## src/rtl/match_ctrl.sv

```systemverilog
// Game sequencer for the two-player tennis datapath: serve timing, lives,
// rally speed-up and game-over, driven by the ball/player return and miss pulses.
module match_ctrl #(
    parameter int LIVES       = 3,
    parameter int SERVE_DELAY = 50_000_000,
    parameter int RALLY_STEP  = 4,
    parameter int MAX_SPEED   = 7
) (
    input  logic       clk,
    input  logic       rst,
    input  logic       start_btn,
    input  logic       return_one,
    input  logic       return_two,
    input  logic       miss_one,
    input  logic       miss_two,
    output logic       start_game,
    output logic       serve_side,
    output logic [3:0] lives_one,
    output logic [3:0] lives_two,
    output logic [2:0] speed_level,
    output logic       game_over,
    output logic       winner,
    output logic [2:0] state
);

    localparam int DW = $clog2(SERVE_DELAY + 1);
    localparam int CW = $clog2(RALLY_STEP + 1);

    localparam logic [DW-1:0] DELAY_LOAD = DW'(SERVE_DELAY - 1);
    localparam logic [CW-1:0] STEP_C     = CW'(RALLY_STEP);
    localparam logic [3:0]    LIVES_C    = 4'(LIVES);
    localparam logic [2:0]    SPEED_MAX  = 3'(MAX_SPEED);

    typedef enum logic [2:0] {
        S_IDLE  = 3'd0,
        S_SERVE = 3'd1,
        S_RALLY = 3'd2,
        S_POINT = 3'd3,
        S_OVER  = 3'd4
    } state_t;

    state_t        state_reg, state_next;
    logic [DW-1:0] delay_reg, delay_next;
    logic [CW-1:0] count_reg, count_next;
    logic [CW-1:0] count_inc;
    logic [3:0]    lives_one_reg, lives_one_next;
    logic [3:0]    lives_two_reg, lives_two_next;
    logic [2:0]    speed_reg, speed_next;
    logic          serve_reg, serve_next;
    logic          winner_reg, winner_next;
    logic          start_game_reg, start_game_next;
    logic          game_over_reg, game_over_next;
    logic          loser_out;
    logic          any_return;

    // The player who just lost the point is always the one recorded as server.
    assign loser_out  = serve_reg ? (lives_two_reg == 4'd0) : (lives_one_reg == 4'd0);
    assign any_return = return_one | return_two;
    assign count_inc  = count_reg + CW'(1);

    always_ff @(posedge clk) begin
        if (!rst) begin
            state_reg <= S_IDLE;
        end else begin
            state_reg <= state_next;
        end
    end

    always_comb begin
        state_next = state_reg;
        case (state_reg)
            S_IDLE:  if (start_btn) state_next = S_SERVE;
            S_SERVE: if (delay_reg == '0) state_next = S_RALLY;
            S_RALLY: begin
                if (miss_one && miss_two)     state_next = S_SERVE;
                else if (miss_one || miss_two) state_next = S_POINT;
            end
            S_POINT: state_next = loser_out ? S_OVER : S_SERVE;
            S_OVER:  if (start_btn) state_next = S_SERVE;
            default: state_next = S_IDLE;
        endcase
    end

    always_comb begin
        delay_next      = delay_reg;
        count_next      = count_reg;
        lives_one_next  = lives_one_reg;
        lives_two_next  = lives_two_reg;
        speed_next      = speed_reg;
        serve_next      = serve_reg;
        winner_next     = winner_reg;
        start_game_next = 1'b0;
        game_over_next  = (state_next == S_OVER);
        case (state_reg)
            S_IDLE: begin
                if (start_btn) begin
                    delay_next     = DELAY_LOAD;
                    lives_one_next = LIVES_C;
                    lives_two_next = LIVES_C;
                    serve_next     = 1'b0;
                    speed_next     = 3'd0;
                end
            end
            S_SERVE: begin
                if (delay_reg == '0) begin
                    start_game_next = 1'b1;
                    count_next      = '0;
                end else begin
                    delay_next = delay_reg - DW'(1);
                end
            end
            S_RALLY: begin
                // A miss outranks a same-cycle return; a double miss is a let.
                if (miss_one && miss_two) begin
                    delay_next = DELAY_LOAD;
                end else if (miss_one) begin
                    if (lives_one_reg != 4'd0) lives_one_next = lives_one_reg - 4'd1;
                    serve_next = 1'b0;
                end else if (miss_two) begin
                    if (lives_two_reg != 4'd0) lives_two_next = lives_two_reg - 4'd1;
                    serve_next = 1'b1;
                end else if (any_return) begin
                    if (count_inc == STEP_C) begin
                        count_next = '0;
                        if (speed_reg < SPEED_MAX) speed_next = speed_reg + 3'd1;
                    end else begin
                        count_next = count_inc;
                    end
                end
            end
            S_POINT: begin
                speed_next = 3'd0;
                count_next = '0;
                if (loser_out) begin
                    winner_next = ~serve_reg;
                end else begin
                    delay_next = DELAY_LOAD;
                end
            end
            S_OVER: begin
                if (start_btn) begin
                    lives_one_next = LIVES_C;
                    lives_two_next = LIVES_C;
                    speed_next     = 3'd0;
                    serve_next     = ~winner_reg;
                    delay_next     = DELAY_LOAD;
                end
            end
            default: ;
        endcase
    end

    always_ff @(posedge clk) begin
        if (!rst) begin
            delay_reg      <= '0;
            count_reg      <= '0;
            lives_one_reg  <= LIVES_C;
            lives_two_reg  <= LIVES_C;
            speed_reg      <= 3'd0;
            serve_reg      <= 1'b0;
            winner_reg     <= 1'b0;
            start_game_reg <= 1'b0;
            game_over_reg  <= 1'b0;
        end else begin
            delay_reg      <= delay_next;
            count_reg      <= count_next;
            lives_one_reg  <= lives_one_next;
            lives_two_reg  <= lives_two_next;
            speed_reg      <= speed_next;
            serve_reg      <= serve_next;
            winner_reg     <= winner_next;
            start_game_reg <= start_game_next;
            game_over_reg  <= game_over_next;
        end
    end

    assign start_game  = start_game_reg;
    assign serve_side  = serve_reg;
    assign lives_one   = lives_one_reg;
    assign lives_two   = lives_two_reg;
    assign speed_level = speed_reg;
    assign game_over   = game_over_reg;
    assign winner      = winner_reg;
    assign state       = state_reg;

endmodule

```

## config.mk

```make
export PLATFORM = sky130hd
export DESIGN_NAME = match_ctrl
export DESIGN_NICKNAME = d
export VERILOG_FILES = /design/src/rtl/match_ctrl.sv
export SDC_FILE = /design/constraint.sdc
export NUM_CORES = 1
export LEC_CHECK = 0
export CAP_MARGIN = 10
export CORE_UTILIZATION = 39
export CTS_BUF_LIST = sky130_fd_sc_hd__clkbuf_4
export CTS_CLUSTER_DIAMETER = 100
export DETAILED_ROUTE_END_ITERATION = 7
export PLACE_DENSITY = 0.61
export SETUP_SLACK_MARGIN = 0.4
export SYNTH_ARGS = -nofsm -noshare
export SYNTH_HDL_FRONTEND = slang
export SYNTH_SLANG_ARGS = --single-unit
```

## constraint.sdc

```tcl
create_clock -name clk -period 2.6 [get_ports clk]
set_input_delay 0.52 -clock clk [delete_from_list [all_inputs] [get_ports clk]]
set_output_delay 0.52 -clock clk [all_outputs]
set_load 0.005 [all_outputs]
```

Word level (Yosys, flattened, before mapping):

Index checks and enable logic that the tools add are counted.

* output and inout port bits: 18
* flip-flop bits (word level): 47
* logic and storage cells: 109

* reductions and logical operators: 22
* bitwise gates (word level): 3
* add/subtract/negate cells: 5
* magnitude comparators: 1
* muxes and demuxes: 44
* equal/unequal tests: 24

Operators with widths (number)
* $mux W26: 4
* $pmux W26 S4: 1
* $mux W3: 18
* $mux W4: 8
* $ne A2 B2 Y1 const B: 16
* $logic_not A26 Y1: 1
* $sub A26 B1 Y26 const B: 1
* $pmux W3 S3: 2
* $pmux W4 S2: 2
* $reduce_and A5 Y1: 3
* $pmux W3 S4: 1
* $reduce_and A6 Y1: 2
* $reduce_bool A4 Y1: 3
* $eq A3 B3 Y1 const B: 3
* $reduce_bool A3 Y1: 3
* $logic_not A4 Y1: 2
* $reduce_and A8 Y1: 1
* $sub A4 B1 Y4 const B: 2
* $mux W1: 7
* $add A3 B1 Y3 const B: 2
* $eq A3 B2 Y1 const B: 2
* $reduce_and A2 Y1: 2
* $eq A3 B1 Y1 const B: 1
* $logic_not A3 Y1: 1
* 10 further kinds: 11

Logic depth before layout (Yosys ltp):

Gate-level depths: netlist of the first run.

* depth after elaboration: 8
* depth in mapped cells: 8

Worst setup path after synthesis of the first run:

OpenSTA, ideal clock, no wires.

* path type: reg-to-reg
* start: register delay_reg[0]
* end: register delay_reg[20]
* arrival: 2152 ps
* required time: 2480 ps
* period minus slack after synthesis: 2272 ps
* setup slack: 328 ps
* stages on the path, launching flop included: 8
* cell sequence: dfxtp_1 > inv_1 > ha_1 > or4b_1 > nor4_4 > o2111ai_2 > o41a_1 > o31a_1

* cells in the longest elaborated chain, start to end: 3

RTL lines
* start: declaration: line 43 `logic [DW-1:0] delay_reg, delay_next;`
* start signal: assignment: line 165 `delay_reg <= delay_next;`
* $sub A26 B1 Y26 or $logic_not A26 Y1 (tied branches): line 109, 105
* $mux W26 or $ne A2 B2 Y1 (tied branches)
* $pmux W26 S4 or $reduce_and A5 Y1 (tied branches)

Parallel ways exist; a longest one is shown, timed or not. The select of a mux whose other input is x is not followed.
A chain may end at the register's enable or synchronous reset.

Final worst setup path of the first run:

* start: input start_btn
* end: register delay_reg[24]

* cells in the longest elaborated chain, start to end: 2

RTL lines
* start: declaration: line 11 `input logic start_btn,`
* $ne A2 B1 Y1 (no line)
* $reduce_and A5 Y1 (no line)

No other way between the ends.

==> flow_summary.toml, run 1 <==
[die]
initial_core_util_pct = 40.3
coreArea_sq_mm = 0.00679
ios = 25
row_count = 30
die_h_microns = 85.8
die-area_sq_mm = 0.00737
die_x_microns = 85.8

[global_route]
grt_max_degree = 21
antenna_found_initial = 0
grt_overflow = 0
grt_use_total_pct = 19.7
grt_pass1_wl_microns = 11700
grt_pass1_vias = 2409

[final_layout]
largest_reg_flops = 26
nNetsFinal = 387
area_growth_pct = 30.0
antenna_cells = 0
drive_above_1_share_pct = 27.4
num-fill-cells = 627
seqCellArea_sq_um = 960
multi_input_comb_area_sq_mm = 0.00180

[timing]
maxSlewViolCount = 0
setup_viol = 0
fin_skew_ns = 0.00838
worst_pin_slew_ns = 0.654
rsz0062_at_grt = "yes"
fin_crit_sh_pct = 86.2
final_hold_viol_count = 0
max_slew_margin_pct = 56.0
max_freq_mhz = 446
setup_tns_ns = 0
setup_slack_ns = 0.359
fin_crit_ns = 2.24

[synth]
yosysWarningCount = 0
synthFlopType = "dfxtp_1"
syn-instance-count = 317
async_flop_share_pct = 0
ys_seq_area_share_pct = 34.3
ys_types = 66
synth_area_leaders = "dfxtp_1, ha_1, nand2_1"
ys_ff_latch = 47
synth_enable_flop_cells = 0
syn_area_sq_mm = 0.00274
syn_avg_cell_area_sq_um = 8.64
yosysMostFrequentCell = "dfxtp_1"
synth.top_cell.area_share_pct = 34.3
synthTopCellsByCount = "dfxtp_1, nand2_1, nor2_1, a21oi_1, nand3_1"
synth_top_cell_by_area = "dfxtp_1"
syn_nets = 332

[clock_tree]
h-tree-depth = 2
clk_latency_ns = 0.36
cts_buffers = 5
cts_root_buf = "clkbuf_4"
cts_tree = "yes"
clkSlewWorstSetupHoldPaths_ns = 0.13
hold_buffers = 0
clock_path_buffers = 2
cts_num_sinks = 47

[power_and_ir_drop]
leakagePower_nw = 1.32
vdd_drop_max_uv = 275
powerDensity_mw_per_mm2 = 461

[placement]
io_buffer_count = 24
gp_congestion = 0.848
dp_slack_ns = 0.00365
place_hpwl_microns = 4820

[drt]
wl_microns = 7350
vias = 2713
drt_iter0_drc = 165
drc = 0
drt_first_pass_iters = 7
wl_per_cell_microns = 15.7
detail-route-antenna-nets = 0
via_per_inst = 5.80

[setup_path]
critical_path_class = "in -> reg"
cp_max_fo = 7
end_kind = "flop"
cp.required_ns = 2.90
crit_path_start_kind = "input pin"
worstPathArrival_ns = 2.54

[worst_hold_path]
hold_path_class = "reg -> reg"

[run_status]
run_status = "finished clean"

[job]
cap_violations = 0
==> per-stage QoR <==
step	util (%)	instance area, sq um	power (mW)	cells	hold WS [ns]
2_1_floorplan	-	2750	1.11	317	0.441
3_3_place_gp	46.9	3180	1.23	441	0.469
3_5_place_dp	46.9	3180	1.23	441	0.469
4_1_cts	50.3	3420	1.61	461	0.497
5_1_grt	52.4	3560	1.74	468	0.525
6_report	52.4	3560	1.64	468	0.496
==> repair_timing <==
action                                  4_1_cts  5_1_grt
cloned                                        0        0
endpoints found under the setup margin       31       29
resized for setup                            30       25
buffers inserted                             13        7
pin swaps                                     8        8
==> path summary, 6_finish.rpt <==
check,startpoint,end,slack (ns),cells past startpoint
setup / recovery,start_btn,delay_reg[24],0.36,7
hold / removal,count_reg[1],count_reg[1],0.50,2
setup reg to reg,delay_reg[0],delay_reg[23],0.37,9
hold reg to reg,count_reg[1],count_reg[1],0.50,2
==> area by class of cell <==
cell class / count / area share [%]
Clock buffer: 5 / 1.05
Clock inverter: 2 / 0.246
Inverter: 11 / 1.30
Multi-Input combinational cell: 241 / 50.4
Sequential cell: 47 / 26.9
Tap cell: 96 / 3.37
Timing Repair Buffer: 66 / 16.7
==> power by group <==
part           internal (mW)  switching [mW]
clock                 0.0965           0.232
sequential             0.771          0.0619
combinational          0.232           0.248
total                   1.10           0.542
==> placed cells by master (no fill, tap or decap), types with 8 or more instances in the layout <==
cell type / netlist / final
dfxtp_2: 0 / 9
clkdlybuf4s50_1: 0 / 24
nor3_1: 10 / 9
o21ai_0: 10 / 10
buf_4: 1 / 34
nor4_1: 8 / 8
a21oi_1: 16 / 14
dfxtp_1: 47 / 36
nand3_1: 16 / 15
nor2_1: 17 / 16
nand2_1: 23 / 21
==> layer usage <==
metal  vias up  track usage [%]  share of wire (%)
met1      1305             25.9                 47
met4         0             6.21                1.7
met3        14             3.18                3.1
met5         -                0                  0
met2        60             33.0                 48
li1       1334                -                  -
==> logic make-up after synthesis <==
logic type,after synthesis,synth area share (%)
buffers and inverters,29,5.21
adders and majority gates,8,3.65
muxes,7,2.56
and+or+nand+nor,134,29.3
xor gates and xnor gates,8,2.56
DFF,47,34.3
AOI/OAI and AO/OA,84,22.4
==> critical path: stages <==
cell and delay, ns:
clkdlybuf4s50_1 0.53, or3b_1 0.38, buf_4 0.17, o21a_1 0.13, nor3_2 0.19, or4b_1 0.47, a21oi_1 0.14
Power figures use the tool's default switching activity.
==> inputs of run 2 (changes only) <==
- CAP_MARGIN: 10 -> unset
==> results of run 2 <==
The final DEF is identical to that of run 1; final timing and power are the same.
==> inputs of run 3 (changes only) <==
- HOLD_SLACK_MARGIN: unset -> 0.08
- SLEW_MARGIN: unset -> 20
==> results of run 3 <==
The final DEF is identical to that of run 1; final timing and power are the same.
